$ cat src/rtl/alu_muldiv_seq_if.sv
// ----------------------------------------------------------------------------
// alu_muldiv_seq_if
// Bundles the sequencer's request/result handshake and its connection to the
// shared 16-bit combinational ALU.
//   start/op/opa/opb        : operation request from the control unit
//   busy/done               : iteration in progress / one-cycle completion pulse
//   res_hi/res_lo           : product[31:16]/[15:0] or remainder/quotient
//   div_by_zero             : flags a divide whose divisor was zero
//   alu_A/alu_B/alu_ALUOp   : operands and opcode driven into the shared ALU
//   alu_result/alu_carry    : combinational ALU response
// The slave modport is the sequencer; the master modport is its environment
// (control unit plus ALU).
// ----------------------------------------------------------------------------
interface alu_muldiv_seq_if #(
    parameter int WIDTH = 16
);
    logic             start;
    logic             op;
    logic [WIDTH-1:0] opa;
    logic [WIDTH-1:0] opb;
    logic             busy;
    logic             done;
    logic [WIDTH-1:0] res_hi;
    logic [WIDTH-1:0] res_lo;
    logic             div_by_zero;
    logic [WIDTH-1:0] alu_A;
    logic [WIDTH-1:0] alu_B;
    logic [1:0]       alu_ALUOp;
    logic [WIDTH-1:0] alu_result;
    logic             alu_carry;

    modport slave (
        input  start, op, opa, opb, alu_result, alu_carry,
        output busy, done, res_hi, res_lo, div_by_zero, alu_A, alu_B, alu_ALUOp
    );

    modport master (
        output start, op, opa, opb, alu_result, alu_carry,
        input  busy, done, res_hi, res_lo, div_by_zero, alu_A, alu_B, alu_ALUOp
    );
endinterface

$ cat src/rtl/alu_muldiv_seq.sv
// ----------------------------------------------------------------------------
// alu_muldiv_seq
// Multi-cycle unsigned 16x16 multiply (shift-add) and 16/16 divide (restoring)
// that borrows the shared combinational ALU for its add/subtract step, one
// iteration per clock, WIDTH iterations per operation.
// Ports:
//   clk    : system clock, rising edge
//   reset  : synchronous, active-high; aborts any operation without a done
//   bus    : alu_muldiv_seq_if.slave (request, results, ALU drive/response)
// ----------------------------------------------------------------------------
module alu_muldiv_seq #(
    parameter int WIDTH = 16
) (
    input  logic             clk,
    input  logic             reset,
    alu_muldiv_seq_if.slave  bus
);
    localparam int CW = $clog2(WIDTH);

    typedef enum logic [1:0] {
        S_IDLE = 2'd0,
        S_MUL  = 2'd1,
        S_DIV  = 2'd2,
        S_DONE = 2'd3
    } state_t;

    state_t           r_state, w_state_nx;
    logic [CW-1:0]    r_cnt, w_cnt_nx;
    // r_hi/r_lo hold P_hi/P_lo during multiply and R/Q during divide;
    // r_m holds the multiplicand M or the divisor D.
    logic [WIDTH-1:0] r_hi, w_hi_nx;
    logic [WIDTH-1:0] r_lo, w_lo_nx;
    logic [WIDTH-1:0] r_m, w_m_nx;
    logic [WIDTH-1:0] r_res_hi, r_res_lo;
    logic             r_dbz;

    logic             w_cap;
    logic [WIDTH-1:0] w_cap_hi, w_cap_lo;
    logic             w_cap_dbz;
    logic [WIDTH-1:0] w_alu_a, w_alu_b;
    logic [1:0]       w_alu_op;
    logic [WIDTH-1:0] w_s;

    always_comb begin
        w_state_nx = r_state;
        w_cnt_nx   = r_cnt;
        w_hi_nx    = r_hi;
        w_lo_nx    = r_lo;
        w_m_nx     = r_m;
        w_cap      = 1'b0;
        w_cap_hi   = r_hi;
        w_cap_lo   = r_lo;
        w_cap_dbz  = 1'b0;
        w_alu_a    = '0;
        w_alu_b    = '0;
        w_alu_op   = 2'b00;
        // Shifted partial remainder for the divide step; its top bit r_hi[MSB]
        // is the 17th bit that the 16-bit ALU compare cannot see.
        w_s        = {r_hi[WIDTH-2:0], r_lo[WIDTH-1]};

        case (r_state)
            S_IDLE, S_DONE: begin
                if (r_state == S_DONE) begin
                    w_state_nx = S_IDLE;
                end
                if (bus.start) begin
                    w_cnt_nx = '0;
                    w_hi_nx  = '0;
                    if (!bus.op) begin
                        w_lo_nx    = bus.opb;
                        w_m_nx     = bus.opa;
                        w_state_nx = S_MUL;
                    end else begin
                        w_lo_nx = bus.opa;
                        w_m_nx  = bus.opb;
                        if (bus.opb == '0) begin
                            // Divide by zero completes without iterating.
                            w_state_nx = S_DONE;
                            w_cap      = 1'b1;
                            w_cap_hi   = bus.opa;
                            w_cap_lo   = '1;
                            w_cap_dbz  = 1'b1;
                        end else begin
                            w_state_nx = S_DIV;
                        end
                    end
                end
            end

            S_MUL: begin
                w_alu_a  = r_hi;
                w_alu_b  = r_lo[0] ? r_m : '0;
                w_alu_op = 2'b00;
                w_hi_nx  = {bus.alu_carry, bus.alu_result[WIDTH-1:1]};
                w_lo_nx  = {bus.alu_result[0], r_lo[WIDTH-1:1]};
                w_cnt_nx = r_cnt + 1'b1;
                if (r_cnt == CW'(WIDTH - 1)) begin
                    w_state_nx = S_DONE;
                    w_cap      = 1'b1;
                    w_cap_hi   = w_hi_nx;
                    w_cap_lo   = w_lo_nx;
                end
            end

            S_DIV: begin
                w_alu_a  = w_s;
                w_alu_b  = r_m;
                w_alu_op = 2'b01;
                if (r_hi[WIDTH-1] | bus.alu_carry) begin
                    w_hi_nx = bus.alu_result;
                    w_lo_nx = {r_lo[WIDTH-2:0], 1'b1};
                end else begin
                    w_hi_nx = w_s;
                    w_lo_nx = {r_lo[WIDTH-2:0], 1'b0};
                end
                w_cnt_nx = r_cnt + 1'b1;
                if (r_cnt == CW'(WIDTH - 1)) begin
                    w_state_nx = S_DONE;
                    w_cap      = 1'b1;
                    w_cap_hi   = w_hi_nx;
                    w_cap_lo   = w_lo_nx;
                end
            end

            default: w_state_nx = S_IDLE;
        endcase
    end

    always_ff @(posedge clk) begin
        if (reset) begin
            r_state  <= S_IDLE;
            r_cnt    <= '0;
            r_hi     <= '0;
            r_lo     <= '0;
            r_m      <= '0;
            r_res_hi <= '0;
            r_res_lo <= '0;
            r_dbz    <= 1'b0;
        end else begin
            r_state <= w_state_nx;
            r_cnt   <= w_cnt_nx;
            r_hi    <= w_hi_nx;
            r_lo    <= w_lo_nx;
            r_m     <= w_m_nx;
            if (w_cap) begin
                r_res_hi <= w_cap_hi;
                r_res_lo <= w_cap_lo;
                r_dbz    <= w_cap_dbz;
            end
        end
    end

    assign bus.busy        = (r_state == S_MUL) || (r_state == S_DIV);
    assign bus.done        = (r_state == S_DONE);
    assign bus.res_hi      = r_res_hi;
    assign bus.res_lo      = r_res_lo;
    assign bus.div_by_zero = r_dbz;
    assign bus.alu_A       = w_alu_a;
    assign bus.alu_B       = w_alu_b;
    assign bus.alu_ALUOp   = w_alu_op;

endmodule

$ cat src/flat_wrapper.sv
// flat-port wrapper written by rule: the top's interface ports become plain ports
module alu_muldiv_seq_flat 
#(
    parameter int WIDTH = 16
)
  (clk, reset, bus_start, bus_op, bus_opa, bus_opb, bus_alu_result, bus_alu_carry, bus_busy, bus_done, bus_res_hi, bus_res_lo, bus_div_by_zero, bus_alu_A, bus_alu_B, bus_alu_ALUOp);
  alu_muldiv_seq_if #(.WIDTH(WIDTH)) bus_i ();
  input  logic clk;
  input  logic reset;
  input wire logic [$bits(bus_i.start)-1:0] bus_start;
  input wire logic [$bits(bus_i.op)-1:0] bus_op;
  input wire logic [$bits(bus_i.opa)-1:0] bus_opa;
  input wire logic [$bits(bus_i.opb)-1:0] bus_opb;
  input wire logic [$bits(bus_i.alu_result)-1:0] bus_alu_result;
  input wire logic [$bits(bus_i.alu_carry)-1:0] bus_alu_carry;
  output wire logic [$bits(bus_i.busy)-1:0] bus_busy;
  output wire logic [$bits(bus_i.done)-1:0] bus_done;
  output wire logic [$bits(bus_i.res_hi)-1:0] bus_res_hi;
  output wire logic [$bits(bus_i.res_lo)-1:0] bus_res_lo;
  output wire logic [$bits(bus_i.div_by_zero)-1:0] bus_div_by_zero;
  output wire logic [$bits(bus_i.alu_A)-1:0] bus_alu_A;
  output wire logic [$bits(bus_i.alu_B)-1:0] bus_alu_B;
  output wire logic [$bits(bus_i.alu_ALUOp)-1:0] bus_alu_ALUOp;
  assign bus_i.start = bus_start;
  assign bus_i.op = bus_op;
  assign bus_i.opa = bus_opa;
  assign bus_i.opb = bus_opb;
  assign bus_i.alu_result = bus_alu_result;
  assign bus_i.alu_carry = bus_alu_carry;
  assign bus_busy = bus_i.busy;
  assign bus_done = bus_i.done;
  assign bus_res_hi = bus_i.res_hi;
  assign bus_res_lo = bus_i.res_lo;
  assign bus_div_by_zero = bus_i.div_by_zero;
  assign bus_alu_A = bus_i.alu_A;
  assign bus_alu_B = bus_i.alu_B;
  assign bus_alu_ALUOp = bus_i.alu_ALUOp;
  alu_muldiv_seq #(.WIDTH(WIDTH)) u_core (.clk(clk), .reset(reset), .bus(bus_i));
endmodule
$ cat config.mk
export PLATFORM = sky130hd
export DESIGN_NAME = alu_muldiv_seq_flat
export DESIGN_NICKNAME = d
export VERILOG_FILES = /design/src/rtl/alu_muldiv_seq_if.sv /design/src/rtl/alu_muldiv_seq.sv /design/src/flat_wrapper.sv
export SDC_FILE = /design/constraint.sdc
export NUM_CORES = 1
export LEC_CHECK = 0
export CORE_MARGIN = 2
export CORE_UTILIZATION = 46
export DETAILED_ROUTE_END_ITERATION = 12
export PLACE_DENSITY = 0.82
export SYNTH_ARGS = -nofsm -noshare
export SYNTH_HDL_FRONTEND = slang
export SYNTH_SLANG_ARGS = --single-unit
export TNS_END_PERCENT = 5
$ cat constraint.sdc
create_clock -name clk -period 2.2 [get_ports clk]
set_input_delay 0.44 -clock clk [delete_from_list [all_inputs] [get_ports clk]]
set_output_delay 0.44 -clock clk [all_outputs]
set_load 0.02 [all_outputs]
==> flow_summary.json, run 1 <==
{
  "critPathRequiredTime_ns": 1.76,
  "antenna_found_initial": 0,
  "cts_hold_buf": 0,
  "comb_power_share": 0.256,
  "postCtsSetupBuffers": 0,
  "insertion_delay_ns": 0.36,
  "path_class": "flop to primary output",
  "dpl.cell_count": 908,
  "muxShareOfSynthArea": 0.0948,
  "syn-cell-area_um2": 5160,
  "fp.dieArea_um2": 12100,
  "clock_sinks": 87,
  "multiInputGateArea_um2": 3180,
  "instances_no_fill": 925,
  "core_um2": 10900,
  "synth_enable_flop_cells": 0,
  "synth_top_family_by_area": "compound AO/OA/AOI/OAI gates",
  "grt_overflow_total": 0,
  "synthAdderAreaFrac": 0.00970,
  "synth_ff_type": "dfxtp_1",
  "routed_wl_um": 16200,
  "dr.pass1.iters": 7,
  "slowest_delay_ns": 0.34,
  "switching_share": 0.330,
  "finClkSkew_ns": 0.0127,
  "hold_class": "flop to flop",
  "synth_nets": 723,
  "crit_path_start": "u_core.r_state[1]",
  "cp_slowest_cell": "dfxtp_2",
  "finalHoldViolCount": 0,
  "timing.final.crit_share": 1.02,
  "ir_drop_mv": 0.378,
  "r2r_cells": 9,
  "dpl.hpwl_um": 11600,
  "cts_made_buffers": 9,
  "syn2layout_area_growth_pct": 33.4,
  "relSlewSlack": 0.586,
  "hold-path-cell-count": 2,
  "track_usage": 0.265,
  "power_frac_clock": 0.283,
  "r2r_slack_ns": 0.09,
  "p_leak_uw": 0.00244,
  "synth_seq_cells": 87,
  "gp_congestion": 0.894,
  "power_density_nw_per_um2": 542,
  "dieHeight_um": 110,
  "cts_tree": "built",
  "grt_pass1_wl_um": 24700,
  "syn_inst": 666,
  "seq_power_share": 0.461,
  "synth_compound_area_frac": 0.261,
  "grt_max_degree": 52,
  "startpoint_type": "flop",
  "fin_nets": 837,
  "antenna_left": 0,
  "fin_crit_ns": 2.25,
  "seq_area_frac_synth": 0.338,
  "clk_path_buf_depth": 2,
  "ys_types": 40,
  "routedWlPerCell_um": 17.5,
  "crit_chain": "buf_4 -> ha_4 -> nor2_4 -> buf_6 -> and2_1 -> clkdlybuf4s15_2",
  "grt_pass1_vias": 4909,
  "cap_violations": 0,
  "via_per_inst": 5.90,
  "total_switching_power_uw": 1230,
  "rows": 38,
  "path_delay_family": "buffers and inverters",
  "post-place-ws_ns": -0.301,
  "drive_gt1_frac": 0.177,
  "clkSlewWorstSetupHoldPaths_ns": 0.09,
  "drv_slew": 0,
  "crit_fanout": 8,
  "fillers": 922,
  "synthXorXnorAreaFrac": 0,
  "vias": 5462,
  "finalSetupViolations": 9,
  "violations": "negative setup slack",
  "pin_count": 122,
  "internal-power_uw": 2500,
  "holdCritStartpoint": "u_core.bus.div_by_zero",
  "fmax_mhz": 445,
  "syn_avg_cell_area_um2": 7.75,
  "port_buffers": 120,
  "cts-root-buf": "clkbuf_8",
  "arrival_ns": 1.81,
  "die_w_um": 110,
  "end_kind": "primary output",
  "synthArstFlopShare": 0,
  "regArea_um2": 1740,
  "rsz0062_at_grt": "yes",
  "cp.depth": 6,
  "diodes": 0,
  "finalWorstSetupSlack_ns": -0.0454,
  "drc": 0,
  "drtIter0Drc": 506,
  "critPathBufInv": 3,
  "ys_warn_count": 0,
  "tightest_slew_ns": 0.621,
  "initial_core_util": 0.474,
  "synth_simple_gate_area_frac": 0.239,
  "rr_startpoint": "u_core.r_state[1]",
  "status": "complete, but fails checks",
  "htreeDepth": 3
}
metrics by stage:
step / hold WS (ns) / power (uW) / utilization / setup TNS [ns] / instance area [um^2]
detailed placement: 0.491 / 2680 / 0.621 / -6.83 / 6760
global route: 0.513 / 3880 / 0.632 / -0.707 / 6880
floorplan: 0.474 / 2280 / - / -0.950 / 5170
CTS: 0.504 / 3720 / 0.639 / -0.297 / 6950
finish: 0.497 / 3730 / 0.632 / -0.328 / 6880
global placement: 0.484 / 2640 / 0.621 / -5.11 / 6760
sequential cells by signal, indices dropped and copies added (netlist names):
| register | cells |
|---|---|
| u_core.r_hi | 16 |
| u_core.r_cnt | 4 |
| u_core.bus.res_lo | 16 |
| u_core.bus.div_by_zero | 1 |
| u_core.bus.res_hi | 16 |
| u_core.r_lo | 16 |
| u_core.r_m | 16 |
| u_core.r_state | 2 |
power groups by stage:
stage | logic [uW] | clock network, uW | registers (uW)
global placement | 895 | 0 | 1750
CTS | 934 | 1070 | 1720
finish | 954 | 1060 | 1720
floorplan | 543 | 0 | 1740
detailed placement | 925 | 0 | 1750
global route | 1030 | 1120 | 1730
synth_stat cells, drive strengths merged, types with 2 or more instances:
cell type    n  area share
o32ai       15       0.025
o211ai      16       0.023
nor3         2      0.0019
a31oi        2      0.0024
o21ai       20       0.022
a211oi      33       0.053
o22a        16       0.027
mux2i       32       0.062
buf         19       0.020
and2        32       0.039
nor2b       16       0.019
ha           4      0.0097
a311oi      15       0.025
mux2        15       0.033
nand2       66       0.048
clkbuf      47       0.034
nor2       138        0.10
inv          3      0.0022
a21oi       52       0.050
nand2b       2      0.0024
nor4         4       0.016
dfxtp       87        0.34
a22oi       18       0.026
nand3        4      0.0039
cells by family (layout without fill, tap and decap cells):
logic type               count (synthesis)  count (layout)
adder cells (fa/ha/maj)                  4               4
buffers and inverters                   69             188
other                                    1               1
flip-flops                              87              87
AND/OR/NAND/NOR                        267             267
multiplexers                            47              47
AO/OA/AOI/OAI                          191             191
layout make-up:
cell class / instances / share of cell area
timing repair buffer: 169 / 0.231
multi-input combinational: 510 / 0.462
clock inverter: 5 / 0.00600
sequential: 87 / 0.253
clock buffer: 11 / 0.0205
tap: 140 / 0.0254
inverter: 3 / 0.00164
worst reg2reg max path: stages, from the launching register on:
cell and delay (ns):
dfxtp_2 0.34, buf_4 0.13, ha_4 0.31, buf_12 0.21, and2_4 0.19, nand2_2 0.10
o21ai_4 0.20, buf_12 0.20, nor2_1 0.06, a311oi_1 0.27
worst paths after layout:
check,to
worst min-delay path,u_core.bus.div_by_zero
worst max register to register,u_core.bus.res_hi[13]
worst min register to register,u_core.bus.div_by_zero
worst max-delay path,bus_alu_B[13]
per-layer routing:
| metal | up-vias | global-route usage | share of wire |
|---|---|---|---|
| met1 | 2519 | 0.357 | 0.42 |
| met2 | 311 | 0.429 | 0.46 |
| met3 | 41 | 0.0379 | 0.084 |
| met4 | 0 | 0.0949 | 0.029 |
| met5 | - | 0 | 0 |
| li1 | 2591 | - | - |
layout by cell type (no fill, tap or decap), types with 2 or more instances in the layout:
cell type,count
nor2_1,136
dfxtp_1,85
clkdlybuf4s50_1,84
nand2_1,65
a21oi_1,48
buf_4,37
mux2i_1,32
and2_1,31
a211oi_1,28
a22oi_1,17
o21ai_0,17
nor2b_1,16
o211ai_1,16
o22a_1,16
o32ai_1,15
a311oi_1,15
mux2_2,14
buf_2,13
clkbuf_2,13
buf_12,11
clkbuf_8,10
clkdlybuf4s15_2,9
a211oi_2,5
a21oi_2,4
nor4_4,4
inv_1,3
nand3_1,3
nor2_4,2
nand2b_1,2
o21ai_1,2
nor3_1,2
a31oi_1,2
ha_1,2
inv_6,2
clkinvlp_4,2
dfxtp_2,2
what timing repair did:
action / CTS / global route
pin swaps: 1 / 0
gates resized for setup: 96 / 31
endpoints found under the setup margin: 34 / 51
cloned: 1 / 0
No activity file was read; power rests on OpenSTA's default activity.
==> run 2: changes to the inputs <==
- SKIP_CTS_REPAIR_TIMING: default -> 1
==> run 2 against run 1 <==
Compared with the run above:
- the run still ends with negative setup slack left
- worst hold slack about the same
- first-iteration DRC count is 13% higher
- final area increased by 0.51%
- power is essentially flat
- combinational power down 0.6%
- largest cell class unchanged
- sequential power barely moved
- die area stayed put
==> flow_summary.json, run 2 (same netlist as run 1, synthesis figures left out) <==
{
  "insertion_delay_ns": 0.36,
  "track_usage": 0.262,
  "finalWorstSetupSlack_ns": -0.0360,
  "core_um2": 10900,
  "final_common_cell": "nor2_1",
  "regArea_um2": 1740,
  "fillers": 909,
  "critPathBufInv": 3,
  "setup_tns_ns": -0.139,
  "fin_util": 0.635,
  "slowest_delay_ns": 0.35,
  "arrival_ns": 1.80,
  "post-route-cell-area_um2": 6920,
  "startpoint_type": "flop",
  "diodes": 0,
  "cp_slowest_cell": "dfxtp_2",
  "finClkSkew_ns": 0.0100,
  "cts-root-buf": "clkbuf_8",
  "clkSlewWorstSetupHoldPaths_ns": 0.09,
  "grt_pass1_vias": 4854,
  "drtIter0Drc": 573,
  "timing.final.crit_share": 1.02,
  "fmax_mhz": 447,
  "vias": 5468,
  "end_kind": "primary output",
  "fp.dieArea_um2": 12100,
  "critPathRequiredTime_ns": 1.76,
  "crit_fanout": 16,
  "tightest_slew_ns": 0.619,
  "grt_pass1_wl_um": 24500,
  "status": "complete, but fails checks",
  "htreeDepth": 3,
  "dr.pass1.iters": 7,
  "hold_class": "flop to flop",
  "drc": 0,
  "relSlewSlack": 0.588,
  "routedWlPerCell_um": 17.5,
  "dieHeight_um": 110,
  "multiInputGateArea_um2": 3160,
  "gp_congestion": 0.894,
  "most-common-layout-cells": "nor2_1, dfxtp_1, clkdlybuf4s50_1, nand2_1, a21oi_1",
  "p_leak_uw": 0.00272,
  "dpl.hpwl_um": 11600,
  "port_buffers": 120,
  "rsz0062_at_grt": "yes",
  "grt_max_degree": 52,
  "pin_count": 122,
  "antenna_found_initial": 0,
  "fin_crit_ns": 2.24,
  "clock_sinks": 87,
  "drive_gt1_frac": 0.148,
  "crit_chain": "inv_1 -> ha_1 -> a21oi_1 -> nor2_2 -> buf_6 -> and2_1 -> dlymetal6s2s_1",
  "clk_path_buf_depth": 2,
  "path_class": "flop to primary output",
  "finalHoldViolCount": 0,
  "grt_overflow_total": 0,
  "routed_wl_um": 16200,
  "ir_drop_mv": 0.381,
  "antenna_left": 0,
  "fin_nets": 836,
  "cts_made_buffers": 9,
  "cap_violations": 0,
  "initial_core_util": 0.474,
  "syn2layout_area_growth_pct": 34.1,
  "finalSetupViolations": 10,
  "placed_cell_area_um2": 6760,
  "die_w_um": 110,
  "cts_tree": "built",
  "rows": 38,
  "drv_slew": 0,
  "via_per_inst": 5.92,
  "path_delay_family": "buffers and inverters",
  "post-place-ws_ns": -0.301,
  "violations": "negative setup slack",
  "power_density_nw_per_um2": 539,
  "fin_total_pwr_uw": 3730
}
==> run 2: cell type report <==
class                   instances  area share
clock inverters                 5     0.00597
inverters                       3     0.00163
well taps                     140      0.0253
flip-flops and latches         87       0.252
clock buffers                  11      0.0204
multi-input cells             510       0.456
repair buffers                168       0.239
==> run 2: worst register-to-register path, cell delays in order, from the launching register on <==
cell and delay [ns]:
dfxtp_2 0.34, buf_4 0.13, ha_4 0.30, buf_12 0.21
nor2b_1 0.12, and3_2 0.27, buf_12 0.17, o21ai_0 0.30
a21oi_1 0.12
==> run 2: metal layers <==
metal,share of wire,vias to the layer above,GRT usage,routed length [um]
met4,0.025,0,0.0859,401
li1,-,2593,-,-
met5,0,-,0,0
met2,0.46,299,0.426,7520
met3,0.086,42,0.0362,1400
met1,0.42,2534,0.356,6860
==> run 2: report_power, final <==
group	switching [uW]	leakage (uW)	internal, uW
Clock	613	0.0000866	452
Sequential	60.0	0.000709	1660
Combinational	558	0.00193	389
Total	1230	0.00272	2500
==> run 2: final timing paths <==
path                                        startpoint                      to  slack (ns)  cells after the start
worst max-delay path                 u_core.r_state[1]           bus_alu_B[13]       -0.04                      7
worst min-delay path            u_core.bus.div_by_zero  u_core.bus.div_by_zero        0.50                      2
worst max register to register       u_core.r_state[1]       u_core.r_state[0]        0.12                      8
worst min register to register  u_core.bus.div_by_zero  u_core.bus.div_by_zero        0.50                      2
==> run 2: per-stage QoR <==
step / instances / hold WS [ns]
4_1_cts: 924 / 0.504
3_5_place_dp: 908 / 0.491
6_report: 924 / 0.497
3_3_place_gp: 908 / 0.484
2_1_floorplan: 666 / 0.474
5_1_grt: 924 / 0.515
==> run 3: changes to the inputs <==
- CTS_CLUSTER_DIAMETER: default -> 120
==> results of run 3 <==
Same layout as run 2: the final DEF is identical, and so are final timing and power.
